File: src/rtl/mem_arbiter.sv
// mem_arbiter: grants the single-ported RAM to the dcache (priority) or the icache, word at a time.
// Define MEM_ARB_FAIR_EN to add a counter that forces an icache turn after MAX_DGRANTS dcache words.
module mem_arbiter #(
  parameter int MAX_DGRANTS = 8
) (
  input  logic        CLK,
  input  logic        nRST,
  input  logic        iREN,
  input  logic [31:0] iaddr,
  output logic [31:0] iload,
  output logic        iwait,
  input  logic        dREN,
  input  logic        dWEN,
  input  logic [31:0] daddr,
  input  logic [31:0] dstore,
  output logic [31:0] dload,
  output logic        dwait,
  output logic        ramREN,
  output logic        ramWEN,
  output logic [31:0] ramaddr,
  output logic [31:0] ramstore,
  input  logic [31:0] ramload,
  input  logic [1:0]  ramstate,
  output logic        ram_err
);
  // state  | meaning
  // IDLE   | no owner, RAM enables low
  // DGRANT | dcache owns the RAM port
  // IGRANT | icache owns the RAM port
  typedef enum logic [1:0] {IDLE = 2'd0, DGRANT = 2'd1, IGRANT = 2'd2} owner_t;

  localparam logic [1:0] RAM_ACCESS = 2'd2;
  localparam logic [1:0] RAM_ERROR  = 2'd3;

  owner_t owner;
  logic   d_req;
  logic   d_done;
  logic   i_done;
  logic   fair_hit;

  assign d_req  = dREN | dWEN;
  assign d_done = (owner == DGRANT) && (ramstate == RAM_ACCESS);
  assign i_done = (owner == IGRANT) && (ramstate == RAM_ACCESS);

`ifdef MEM_ARB_FAIR_EN
  logic [3:0] fair_cnt;

  always_ff @(posedge CLK or negedge nRST) begin
    if (!nRST)
      fair_cnt <= '0;
    else if (!iREN || i_done)
      fair_cnt <= '0;
    else if (d_done)
      fair_cnt <= fair_cnt + 4'd1;
  end

  // This completion is the MAX_DGRANTS-th in a row with the icache waiting.
  assign fair_hit = d_done && iREN && (fair_cnt == 4'(MAX_DGRANTS - 1));
`else
  logic unused_max;
  assign unused_max = (MAX_DGRANTS == 0);
  assign fair_hit   = 1'b0;
`endif

  always_ff @(posedge CLK or negedge nRST) begin
    if (!nRST) begin
      owner   <= IDLE;
      ram_err <= 1'b0;
    end else begin
      if ((owner != IDLE) && (ramstate == RAM_ERROR))
        ram_err <= 1'b1;
      case (owner)
        DGRANT: begin
          if (d_req)
            owner <= fair_hit ? IGRANT : DGRANT;
          else
            owner <= iREN ? IGRANT : IDLE;
        end
        IGRANT: begin
          if (iREN)
            owner <= (i_done && d_req) ? DGRANT : IGRANT;
          else
            owner <= d_req ? DGRANT : IDLE;
        end
        default: begin
          if (d_req)
            owner <= DGRANT;
          else if (iREN)
            owner <= IGRANT;
          else
            owner <= IDLE;
        end
      endcase
    end
  end

  // RAM side follows the registered owner; a read+write collision is served as a write.
  always_comb begin
    ramREN   = 1'b0;
    ramWEN   = 1'b0;
    ramaddr  = '0;
    ramstore = '0;
    iload    = '0;
    dload    = '0;
    iwait    = 1'b1;
    dwait    = 1'b1;
    case (owner)
      DGRANT: begin
        ramWEN   = dWEN;
        ramREN   = dREN & ~dWEN;
        ramaddr  = daddr;
        ramstore = dstore;
        dload    = ramload;
        dwait    = ~d_done;
      end
      IGRANT: begin
        ramREN  = iREN;
        ramaddr = iaddr;
        iload   = ramload;
        iwait   = ~i_done;
      end
      default: ;
    endcase
  end

endmodule

File: config.mk
export PLATFORM = sky130hd
export DESIGN_NAME = mem_arbiter
export DESIGN_NICKNAME = d
export VERILOG_FILES = /design/src/rtl/mem_arbiter.sv
export SDC_FILE = /design/constraint.sdc
export NUM_CORES = 1
export LEC_CHECK = 0
export BUFFER_PORTS_ARGS = -buffer_cell sky130_fd_sc_hd__buf_2
export CAP_MARGIN = 20
export CORE_AREA = 5 5 101 103
export DETAILED_ROUTE_END_ITERATION = 12
export DIE_AREA = 0 0 106 108
export GPL_ROUTABILITY_DRIVEN = 0
export PLACE_DENSITY = 0.65
export RECOVER_POWER = 100
export SYNTH_ARGS = -nofsm -noshare
export SYNTH_HDL_FRONTEND = slang
export SYNTH_SLANG_ARGS = --single-unit
File: constraint.sdc
create_clock -name CLK -period 2 [get_ports CLK]
set_clock_uncertainty 0.2 [all_clocks]
set_input_delay 0 -clock CLK [delete_from_list [all_inputs] [get_ports CLK]]
set_output_delay 0 -clock CLK [all_outputs]
set_load 0.01 [all_outputs]
Yosys cells after proc, flatten, opt, wreduce, memory -nomap -nowiden
Index checks and enable logic that the tools add are counted.

word-level totals
  flip-flop bits (word level) = 3
  input bits = 135
  logic and storage cells = 30

cells by class
  eq/ne operators = 4
  mux-type cells = 14
  bitwise operators = 5
  reductions and logical operators = 5

operators by type and width
  kind                                                              count
  32-bit two-way mux                                                3
  32-bit one-hot mux with 2 select lines                            1
  2-bit two-way mux                                                 5
  2-bit == test (second input constant)                             3
  1-bit logical AND                                                 4
  1-bit two-way mux                                                 4
  1-bit NOT                                                         3
  2-bit by 1-bit == test with 1-bit output (second input constant)  1
  1-bit one-hot mux with 2 select lines                             1
  2-bit nonzero test                                                1
  1-bit bitwise AND                                                 1
  1-bit OR                                                          1

Depth between registers and ports, before layout
Gate-level depths: netlist (run 1).

  word-level depth = 6
  mapped depth = 6
  depth with buffers taken out = 4

Least setup slack after synthesis (run 1)
Ideal clock, no wire load.

  kind = flip-flop to flip-flop
  start point = register owner[0]
  end point = register owner[1]
  setup time = 0.120 ns
  arrival time = 1.114 ns
  required time = 1.680 ns
  slack = 0.566 ns
  cell stages (with the launch flop) = 5
  buffers on the path = 0
  period minus slack after synthesis = 1.434 ns
  cell sequence = dfrtp_1 > inv_1 > ha_1 > nand3b_1 > a31o_2

between the ends
  longest elaborated chain between the ends = 6

RTL lines
  item                    RTL line  RTL
  start, declared         35        owner_t owner;
  start signal, assigned  75        owner <= fair_hit ? IGRANT : DGRANT;
  start signal, assigned  77        owner <= iREN ? IGRANT : IDLE;
  start signal, assigned  81        owner <= (i_done && d_req) ? DGRANT : IGRANT;
  2-bit == test *         43, 72
  1-bit logical AND       43        assign i_done = (owner == IGRANT) && (ramstate == RAM_ACCESS);
  1-bit logical AND       81
  2-bit two-way mux       81
  2-bit two-way mux       80        if (iREN)
  2-bit two-way mux *     -

Every way passes the cells marked *; elsewhere a longest branch is shown, timed or not.
A chain may end at the register's enable or synchronous reset.

Worst setup path in the final report (run 1)
  start point = register owner[0]
  end point = register owner[0]

The elaborated chain is that of the path after synthesis.

==> impl_results.md, run 1 <==
* Run status: completed
* Mapped Cells at 201
* Unrepaired setup endpoints after global routing: no
* Final setup TNS at 0 ps
* Post-route ant nets at 0
* Core area at 9110 µm²
* Hold Path Class: in2reg
* Initial Utilization at 0.158
* DRT iter0 DRCs at 103
* Post-synthesis sequential area ratio at 0.0522
* Maximum root-to-sink buffer count at 2
* Syn Std Cell Area at 1440 µm²
* Slowest-stage cell, CP: dlygate4sd3_1
* Htree depth at 1
* CP Data Required Time at roughly 1900 ps
* Slew of the pin with the lowest slew margin at between 300 and 400 ps
* DRC Markers at 0
* Die W at 106 µm
* Antenna diode count at 0
* Vias in the first global route at around 2400
* Max transition margin at 0.785
* P_leak at 1.42 nW
* Avg Cell Area, Syn at around 7.2 µm²
* All-layer global routing usage at 0.123
* Dpl hpwl at roughly 6.9 mm
* CP Max Fanout at 5
* CP startpoint kind: register
* Pwr/cell area at approximately 320 nW/µm²
* Worst hold start: dWEN
* Clock share of power at 0.197
* Most common cell after layout, fill and taps aside: buf_2
* Psw at 0.376 mW
* Tmin final at 1890 ps
* I/O pin count at 268
* TritonCTS clock tree: yes
* WHS Path Cells at 3
* Launch point of the worst reg-to-reg path: owner[0]
* Die Height at approximately 110 µm
* Clock Latency Late Sink at 210 ps
* CP max stage delay at roughly 560 ps
* Largest net degree at the start of global routing at 50
* WL/cell at between 10 and 15 µm
* Clock slew at reported path FFs at 30 ps
* Crit-path cells: inv_1, ha_2, nand2_1, o22a_1, dlygate4sd3_1
* Worst r2r dst: owner[0]
* Flop pwr share at 0.073
* Final slew viol count at 0
* Worst setup margin at ~110 ps
* GRT overflow at 0
* Max Cap Viol at 0
* Number of buffers created by CTS at 3
* P_int at slightly above 0.5 mW
* WP data arrival at 1780 ps
* Number of port buffers at 267
* Routed WL at about 7.9 mm
* Vias at between 2000 and 2500
* Fraction of registers with async set/reset at 1.00
* Vias per Instance at roughly 4.2
* Area growth syn-to-layout at 96.3%
* Commonest cells after routing, fill and taps aside: buf_2, clkbuf_1, and2_1
* Final hold viol count at 0
* Worst setup slack after placement at 298 ps
* Setup Crit Path Kind: reg2reg
* DIE AREA at 11400 µm²
* Pre-antenna DRT Iters at 4
* Top_reg_cell synth: dfrtp_1
* Clk root buf: clkbuf_8
* EDFF count, synth at 0
* Synthesized net count at between 300 and 400
* YS warnings at 0
* Initial antenna violation count at 0
* R2r worst-path depth at 5
* Synth cell types at 19
* Sw frac at 0.421
* Count of clock tree sinks at 3
* Tcrit/Tclk final at 0.943
* Reg2Reg Setup Slack at 110 ps
* Fmax at 530 MHz
* Worst vdd ir at between 300 and 400 µV
* Crit end category: register
* Flops & latches, synth at 3
* # rows at 35
* First-pass GRT wire length at about 12 mm
* Share of layout cells above drive strength 1 at 0.414
* # nets final at 604
* Final setup violation count at 0
* Worst hold endpoint: owner[1]
* Comb power frac at 0.730
metrics by stage:
step / cell area [µm²] / utilization / power [mW] / instances / hold slack, ps
after floorplan: 1440 / - / 0.416 / 201 / -496
after detailed placement: 2820 / 0.309 / 0.744 / 564 / -396
final: 2820 / 0.310 / 0.892 / 575 / 5.30
after global placement: 2820 / 0.309 / 0.732 / 564 / -400
after global routing: 2820 / 0.310 / 0.965 / 575 / 27.7
after CTS: 2930 / 0.322 / 0.936 / 575 / 1.17
registers in the layout, indices dropped and copies added, names as in the netlist:
register / flops
owner: 2
ram_err: 1
worst max path at each step:
| stage | slack [ps] | end | startpoint |
|---|---|---|---|
| 6_report | 110 | owner[0] | owner[0] |
| 5_1_grt | 10 | ramaddr[15] | owner[0] |
| 4_1_cts | 60 | ramaddr[27] | owner[1] |
| 3_5_place_dp | 300 | ramaddr[27] | owner[1] |
| 3_3_place_gp | 370 | ramaddr[11] | owner[1] |
| 2_1_floorplan | 570 | owner[1] | owner[0] |
cell families after synthesis:
kind of cell,synth area share
simple gates,0.607
compound gates,0.190
buf+inv,0.117
fa+ha+maj,0.0348
flops,0.0522
final cells by class:
class                      count  area [µm²]
fill                        1015        6290
multi-input combinational    176        1190
sequential                     3        75.1
tap                          111         139
timing repair buffer         279        1360
inverter                       2        7.51
clock buffer                   4        45.0
layer usage:
layer / GRT usage / vias up / wire length [µm]
li1: - / 1183 / -
met4: 0.0194 / 0 / 23
met3: 0.0257 / 2 / 695
met2: 0.235 / 125 / 4000
met1: 0.142 / 1091 / 3170
met5: 0 / - / 0
power groups by stage:
stage | logic (mW) | clock network, mW | registers (mW)
after floorplan | 0.351 | 0 | 0.0651
after global placement | 0.666 | 0 | 0.0653
after detailed placement | 0.678 | 0 | 0.0655
after CTS | 0.691 | 0.180 | 0.0648
after global routing | 0.718 | 0.181 | 0.0656
final | 0.651 | 0.175 | 0.0653
worst max-delay path, delay by kind of cell, from the launching register on:
| kind | cells | cell delay (ps) |
|---|---|---|
| buffers and inverters | 2 | 670 |
| flip-flops | 1 | 400 |
| AND/OR/NAND/NOR | 1 | 80 |
| AO/OA/AOI/OAI | 1 | 160 |
| adder cells (fa/ha/maj) | 1 | 250 |
Yosys cell counts, types with 3 or more instances:
| library cell | count | area, µm² |
|---|---|---|
| a22oi_1 | 32 | 240 |
| and2_1 | 87 | 544 |
| and2_4 | 10 | 87.6 |
| buf_2 | 4 | 20.0 |
| buf_6 | 7 | 78.8 |
| clkbuf_1 | 3 | 11.3 |
| clkbuf_2 | 4 | 20.0 |
| dfrtp_1 | 3 | 75.1 |
| ha_1 | 4 | 50.1 |
| nand2_1 | 3 | 11.3 |
| nor2b_1 | 33 | 206 |
timing repair:
action	in CTS	in global routing
setup endpoints to repair	0	22
hold buffers	7	0
setup buffers	0	0
resized for setup	0	4
hold endpoints to repair	6	0
(Power assumes the default switching activity.)
==> inputs of run 2 (changes only) <==
--- a/config.mk
+++ b/config.mk
@@ -8,6 +8,7 @@
 export BUFFER_PORTS_ARGS = -buffer_cell sky130_fd_sc_hd__buf_2
 export CAP_MARGIN = 20
 export CORE_AREA = 5 5 101 103
+export CTS_BUF_LIST = sky130_fd_sc_hd__clkbuf_4
 export DETAILED_ROUTE_END_ITERATION = 12
 export DIE_AREA = 0 0 106 108
 export GPL_ROUTABILITY_DRIVEN = 0
==> impl_results.md, run 2 (synthesis gave the netlist of run 1 again) <==
* Tmin final at 1920 ps (+28.4 ps)
* Vias at 2407 (+0.25%)
* DRC Markers at 0 (unchanged)
* Initial antenna violation count at 0 (unchanged)
* Most common cell after layout, fill and taps aside: buf_2
* Slew of the pin with the lowest slew margin at 276 ps (-46.7 ps)
* Largest net degree at the start of global routing at 50 (unchanged)
* Die Height at 108 µm (unchanged)
* Reg with most FFs: owner
* Share of layout cells above drive strength 1 at 0.428 (+0.0142)
* Pre-antenna DRT Iters at 4 (unchanged)
* Setup Crit Path Kind: reg2reg
* Tot Pwr at 0.843 mW (-5.6%)
* Antenna diode count at 0 (unchanged)
* CP startpoint kind: register
* Sw frac at 0.441 (+0.0204)
* # rows at 35 (unchanged)
* Crit-path cells: inv_1, ha_1, nand2_1, o22a_1, dlygate4sd3_1
* Psw at 0.372 mW (-0.98%)
* Post-CTS Setup Inserts at 0 (unchanged)
* Run status: completed
* Count of clock tree sinks at 3 (unchanged)
* Die W at 106 µm (unchanged)
* Crit-path leading delay family: buffers and inverters
* Tcrit/Tclk final at 0.958 (+0.0142)
* Pwr/cell area at 299 nW/µm² (-5.4%)
* Post-route ant nets at 0 (unchanged)
* Crit end category: register
* Vias in the first global route at 2448 (+0.33%)
* I/O pin count at 268 (unchanged)
* Min Hold Slack at 14.7 ps (+9.44 ps)
* WL/cell at 13.6 µm (-0.62%)
* Area growth syn-to-layout at 96.0%
* Clock Latency Late Sink at 240 ps (+30 ps)
* P_leak at 1.44 nW (+1.5%)
* Clock share of power at 0.149 (-0.048)
* Critical path buffers and inverters at 2 (unchanged)
* DRT iter0 DRCs at 106 (+2.9%)
* CP max stage delay at 550 ps (about the same)
* Final hold viol count at 0 (unchanged)
* Initial Utilization at 0.158 (unchanged)
* Number of buffers created by CTS at 3 (unchanged)
* Core area at 9110 µm² (unchanged)
* Clk root buf: clkbuf_4
* Largest regs: owner: 2 flops, ram_err: 1 flops
* Fmax at 522 MHz (-1.5%)
* Worst vdd ir at 240 µV (-26%)
* Htree depth at 1 (unchanged)
* CP Max Fanout at 5 (unchanged)
* Fillers at 1020 (+0.49%)
* # nets final at 605 (+0.17%)
* DIE AREA at 11400 µm² (unchanged)
* Hold Path Class: in2reg
* Final setup violation count at 0 (unchanged)
* Maximum root-to-sink buffer count at 2 (unchanged)
* GRT overflow at 0 (unchanged)
* P_int at 0.471 mW (-8.9%)
* Max Cap Viol at 0 (unchanged)
* Max transition margin at 0.817 (+0.0319)
* All-layer global routing usage at 0.123 (+0.000251)
* Slowest-stage cell, CP: dlygate4sd3_1
* Number of port buffers at 267 (unchanged)
* Max reg flops at 2 (unchanged)
* Vias per Instance at 4.18 (about the same)
* Flop pwr share at 0.077 (+0.004)
* Final slew viol count at 0 (unchanged)
* Routed WL at 7.85 mm (-0.44%)
* CP Data Required Time at 1920 ps (+30 ps)
* Final setup TNS at 0 ps (unchanged)
* First-pass GRT wire length at 11.7 mm (+0.18%)
* Unrepaired setup endpoints after global routing: no
* Clock slew at reported path FFs at 40 ps (about the same)
* Dpl hpwl at 6.92 mm (unchanged)
* TritonCTS clock tree: yes
* Commonest cells after routing, fill and taps aside: buf_2, clkbuf_1, and2_1
* Comb power frac at 0.773 (+0.043)
* WP data arrival at 1830 ps (+50 ps)
==> run 2: cell types whose count changed in the layout (fill, tap and decap cells not counted), moves of 2 or more <==
| cell | delta |
|---|---|
| buf_6 | +2 |
| clkbuf_1 | -8 |
| clkbuf_2 | +7 |
| clkbuf_4 | +3 |
| clkbuf_8 | -3 |
==> run 2: area by class of cell <==
class	count	area, µm²	share of cell area
Timing Repair Buffer	280	1370	0.488
Multi-Input combinational cell	176	1190	0.423
Tap cell	111	139	0.0493
Sequential cell	3	75.1	0.0266
Clock buffer	4	30.0	0.0107
Inverter	2	7.51	0.00266
==> run 2: stage by stage <==
step           utilization  cell area (µm²)  worst slack, ps  cells
6_report             0.309             2820             84.8    576
5_1_grt              0.309             2820             5.68    576
3_3_place_gp         0.309             2820              374    564
2_1_floorplan            -             1440              566    201
4_1_cts              0.321             2930             34.0    576
3_5_place_dp         0.309             2820              298    564
==> run 2: worst paths after layout <==
| path | cells past startpoint | startpoint | slack (ps) | endpoint |
|---|---|---|---|---|
| max in group asynchronous | 3 | nRST | 980 | owner[1] |
| min in group asynchronous | 3 | nRST | 470 | owner[0] |
| max reg2reg | 5 | owner[0] | 80 | owner[0] |
| min reg2reg | 1 | ram_err | 270 | ram_err |
| max | 5 | owner[0] | 80 | owner[0] |
| min | 3 | ramstate[1] | 10 | owner[1] |
==> run 2: power groups by stage <==
stage	clock, mW	sequential (mW)	combinational, mW
after global placement	0	0.0653	0.666
after CTS	0.129	0.0647	0.692
after floorplan	0	0.0651	0.351
final	0.126	0.0651	0.652
after detailed placement	0	0.0655	0.678
after global routing	0.134	0.0654	0.719
==> run 2: per-layer routing <==
layer | vias up | GRT usage | routed length, µm
met3 | 6 | 0.0257 | 718
met2 | 133 | 0.233 | 3970
met5 | - | 0 | 0
met4 | 0 | 0.0250 | 55
met1 | 1085 | 0.143 | 3110
li1 | 1183 | - | -
==> run 2: timing repair <==
item	CTS	global route
gates resized for setup	0	4
hold buffers	8	0
endpoints found under the hold margin	6	0
setup endpoints to repair	0	24
==> run 2: worst min-delay path: stages <==
cell      delay, ps
buf_2           110
nand3b_1        140
a31o_2          170
==> inputs of run 3 (changes only) <==
--- a/config.mk
+++ b/config.mk
@@ -5,6 +5,7 @@
 export SDC_FILE = /design/constraint.sdc
 export NUM_CORES = 1
 export LEC_CHECK = 0
+export ABC_AREA = 1
 export BUFFER_PORTS_ARGS = -buffer_cell sky130_fd_sc_hd__buf_2
 export CAP_MARGIN = 20
 export CORE_AREA = 5 5 101 103
==> impl_results.md, run 3 <==
* Sw frac at 0.495 (+0.0539)
* Clock Latency Late Sink at 230 ps (about the same)
* Final Cell Area at 2870 µm² (+1.8%)
* Most common cell after layout, fill and taps aside: nand2_1
* Cell taking the most area after synthesis: nand2_1
* Fillers at 1118 (+9.6%)
* Tcrit/Tclk final at 0.964 (+0.00590)
* Clk root buf: clkbuf_4
* EDFF count, synth at 0 (unchanged)
* All-layer global routing usage at 0.123 (-0.000266)
* Dpl hpwl at 6.78 mm (-2.0%)
* Flop pwr share at 0.080 (+0.003)
* TritonCTS clock tree: yes
* GRT overflow at 0 (unchanged)
* Most common library cells after synthesis: nand2_1, inv_1, a21oi_1
* Critical path buffers and inverters at 3 (+1)
* Psw at 0.401 mW (+7.9%)
* YS warnings at 0 (unchanged)
* Crit-path cells: inv_1, ha_1, buf_12, nand2_1, a21oi_1, dlygate4sd3_1
* Yosys top cell area share at 0.418 (+0.0391)
* Post-synthesis simple-gate area fraction at 0.435 (-0.172)
* Cell with the most instances after synthesis: nand2_1
* XOR/XNOR share of the synthesized area at 0 (unchanged)
* Die W at 106 µm (unchanged)
* Max transition margin at 0.777 (-0.0395)
* Largest family of logic cells by synthesized area: simple AND/OR/NAND/NOR gates
* CP Max Fanout at 32 (+27)
* Final slew viol count at 0 (unchanged)
* Synthesized net count at 475 (+40%)
* Post-Place Cell Area at 2900 µm² (+2.8%)
* Synth Area in Compound Gates at 0.124 (-0.0658)
* Maximum root-to-sink buffer count at 2 (unchanged)
* Reg area at 75.1 µm² (unchanged)
* Number of port buffers at 267 (unchanged)
* Top_reg_cell synth: dfrtp_1
* Vias per Instance at 3.86 (-7.6%)
* Fmax at 519 MHz (-0.61%)
* Hold Path Class: in2out
* Initial Utilization at 0.162 (+0.00398)
* Final setup violation count at 0 (unchanged)
* Clock slew at reported path FFs at 40 ps (about the same)
* Antenna diode count at 0 (unchanged)
* Commonest cells after routing, fill and taps aside: nand2_1, buf_2, clkbuf_1
* Largest regs: owner: 2 flops, ram_err: 1 flops
* Worst vdd ir at 141 µV (-41%)
* Vias at 2744 (+14%)
* Run status: completed
* WL/cell at 11.2 µm (-18%)
* # rows at 35 (unchanged)
* Initial antenna violation count at 0 (unchanged)
* Resize count post-CTS at 0 (unchanged)
* Most area-consuming cells after synthesis: nand2_1, inv_1, a21oi_1
* Max reg flops at 2 (unchanged)
* Tmin final at 1930 ps (+11.8 ps)
* Final hold viol count at 0 (unchanged)
* Post-route ant nets at 0 (unchanged)
* Min Hold Slack at 72.8 ps (+58.1 ps)
* Mapped Cells at 336 (+67%)
* Comb power frac at 0.774 (about the same)
* Crit-path leading delay family: buffers and inverters
* Synth cell types at 12 (-7)
* Mux share of post-synthesis cell area at 0 (unchanged)
* Core area at 9110 µm² (unchanged)
* Number of buffers created by CTS at 3 (unchanged)
* DIE AREA at 11400 µm² (unchanged)
* Avg Cell Area, Syn at 4.39 µm² (-39%)
* Die Height at 108 µm (unchanged)
* Post-synthesis sequential area ratio at 0.0509 (-0.00129)
* Area growth syn-to-layout at 94.7%
* CP Data Required Time at 1960 ps (+40 ps)
* Syn Std Cell Area at 1470 µm² (+2.5%)
* P_leak at 2.07 nW (+44%)
* Routed WL at 7.99 mm (+1.7%)
* Slew of the pin with the lowest slew margin at 334 ps (+58.0 ps)
* Fraction of registers with async set/reset at 1.00 (unchanged)
* DRT iter0 DRCs at 169 (+59%)
* Pwr/cell area at 282 nW/µm² (-5.6%)
* Pre-antenna DRT Iters at 4 (unchanged)
* Crit end category: register
* I/O pin count at 268 (unchanged)
* Adder-Cell Fraction of Synth Area at 0.0340 (-0.000857)
* Share of layout cells above drive strength 1 at 0.263 (-0.165)
* Unrepaired setup endpoints after global routing: no
* Flops & latches, synth at 3 (unchanged)
* CP startpoint kind: register
* First-pass GRT wire length at 11.8 mm (+0.94%)
* # nets final at 740 (+22%)
* DRC Markers at 0 (unchanged)
* Setup Crit Path Kind: reg2reg
* Vias in the first global route at 2577 (+5.3%)
* P_int at 0.409 mW (-13%)
* Multi-input logic area at 886 µm² (-26%)
* Count of clock tree sinks at 3 (unchanged)
* Largest net degree at the start of global routing at 71 (+42%)
* Final setup TNS at 0 ps (unchanged)
* Max Cap Viol at 0 (unchanged)
* Reg with most FFs: owner
* Clock share of power at 0.146 (-0.003)
* WP data arrival at 1890 ps (+60 ps)
* Slowest-stage cell, CP: dlygate4sd3_1
* Htree depth at 1 (unchanged)
* CP max stage delay at 560 ps (about the same)
run 3: cell types whose count changed after synthesis, sizes merged, moves of 2 or more:
cell | previous run | this run
a21oi | 0 | 35
a22oi | 32 | 0
and2 | 97 | 0
nand3 | 0 | 2
clkbuf | 7 | 0
nor2 | 0 | 2
nor2b | 33 | 0
buf | 13 | 21
nand2 | 3 | 164
inv | 2 | 103
run 3: cells by family after synthesis:
| kind of cell | Yosys count |
|---|---|
| compound gates | 36 |
| fa+ha+maj | 4 |
| buf+inv | 124 |
| flops | 3 |
| simple gates | 169 |
run 3: worst register-to-register path, cell delays in order, from the launching register on:
cell	delay, ps
dfrtp_1	400
inv_1	110
ha_1	200
buf_12	180
nand2_1	80
a21oi_1	120
dlygate4sd3_1	560
run 3: area by class of cell:
type	instances	share of cell area
multi-input cells	209	0.309
well taps	111	0.0484
repair buffers	281	0.471
flip-flops and latches	3	0.0262
clock buffers	4	0.0105
inverters	103	0.135
run 3: stage by stage:
stage                     power [mW]  utilization  setup slack, ps  cells
after floorplan                0.387            -              660    336
after global routing           0.894        0.315             1.23    711
after detailed placement       0.724        0.318              412    698
after global placement         0.724        0.318              416    698
final                          0.810        0.315             73.0    711
after CTS                      0.866        0.331             91.8    711
run 3: routing by layer:
layer  wire, µm  up-vias  global-route usage
li1           -     1454                   -
met1       3100     1123               0.145
met2       3940      155               0.222
met3        794       12              0.0251
met4        153        0              0.0398
met5          0        -                   0
run 3: final timing paths:
check                               start  cells past startpoint  slack, ps           to
worst max-delay path             owner[0]                      6         70     owner[1]
worst min-delay path            dstore[2]                      4         70  ramstore[2]
worst max register to register   owner[0]                      6         70     owner[1]
worst min register to register    ram_err                      1        270      ram_err
max in group asynchronous            nRST                      3       1010      ram_err
min in group asynchronous            nRST                      3        440     owner[0]
run 3: power by group through the flow:
stage / Clock, mW / Sequential [mW] / Combinational (mW)
finish: 0.118 / 0.0651 / 0.627
global route: 0.125 / 0.0655 / 0.704
CTS: 0.125 / 0.0651 / 0.676
detailed placement: 0 / 0.0659 / 0.658
global placement: 0 / 0.0658 / 0.658
floorplan: 0 / 0.0650 / 0.322
run 3: timing repair:
action / in CTS / in global routing
hold buffers: 9 / 0
setup buffers: 0 / 0
endpoints found under the hold margin: 6 / 0
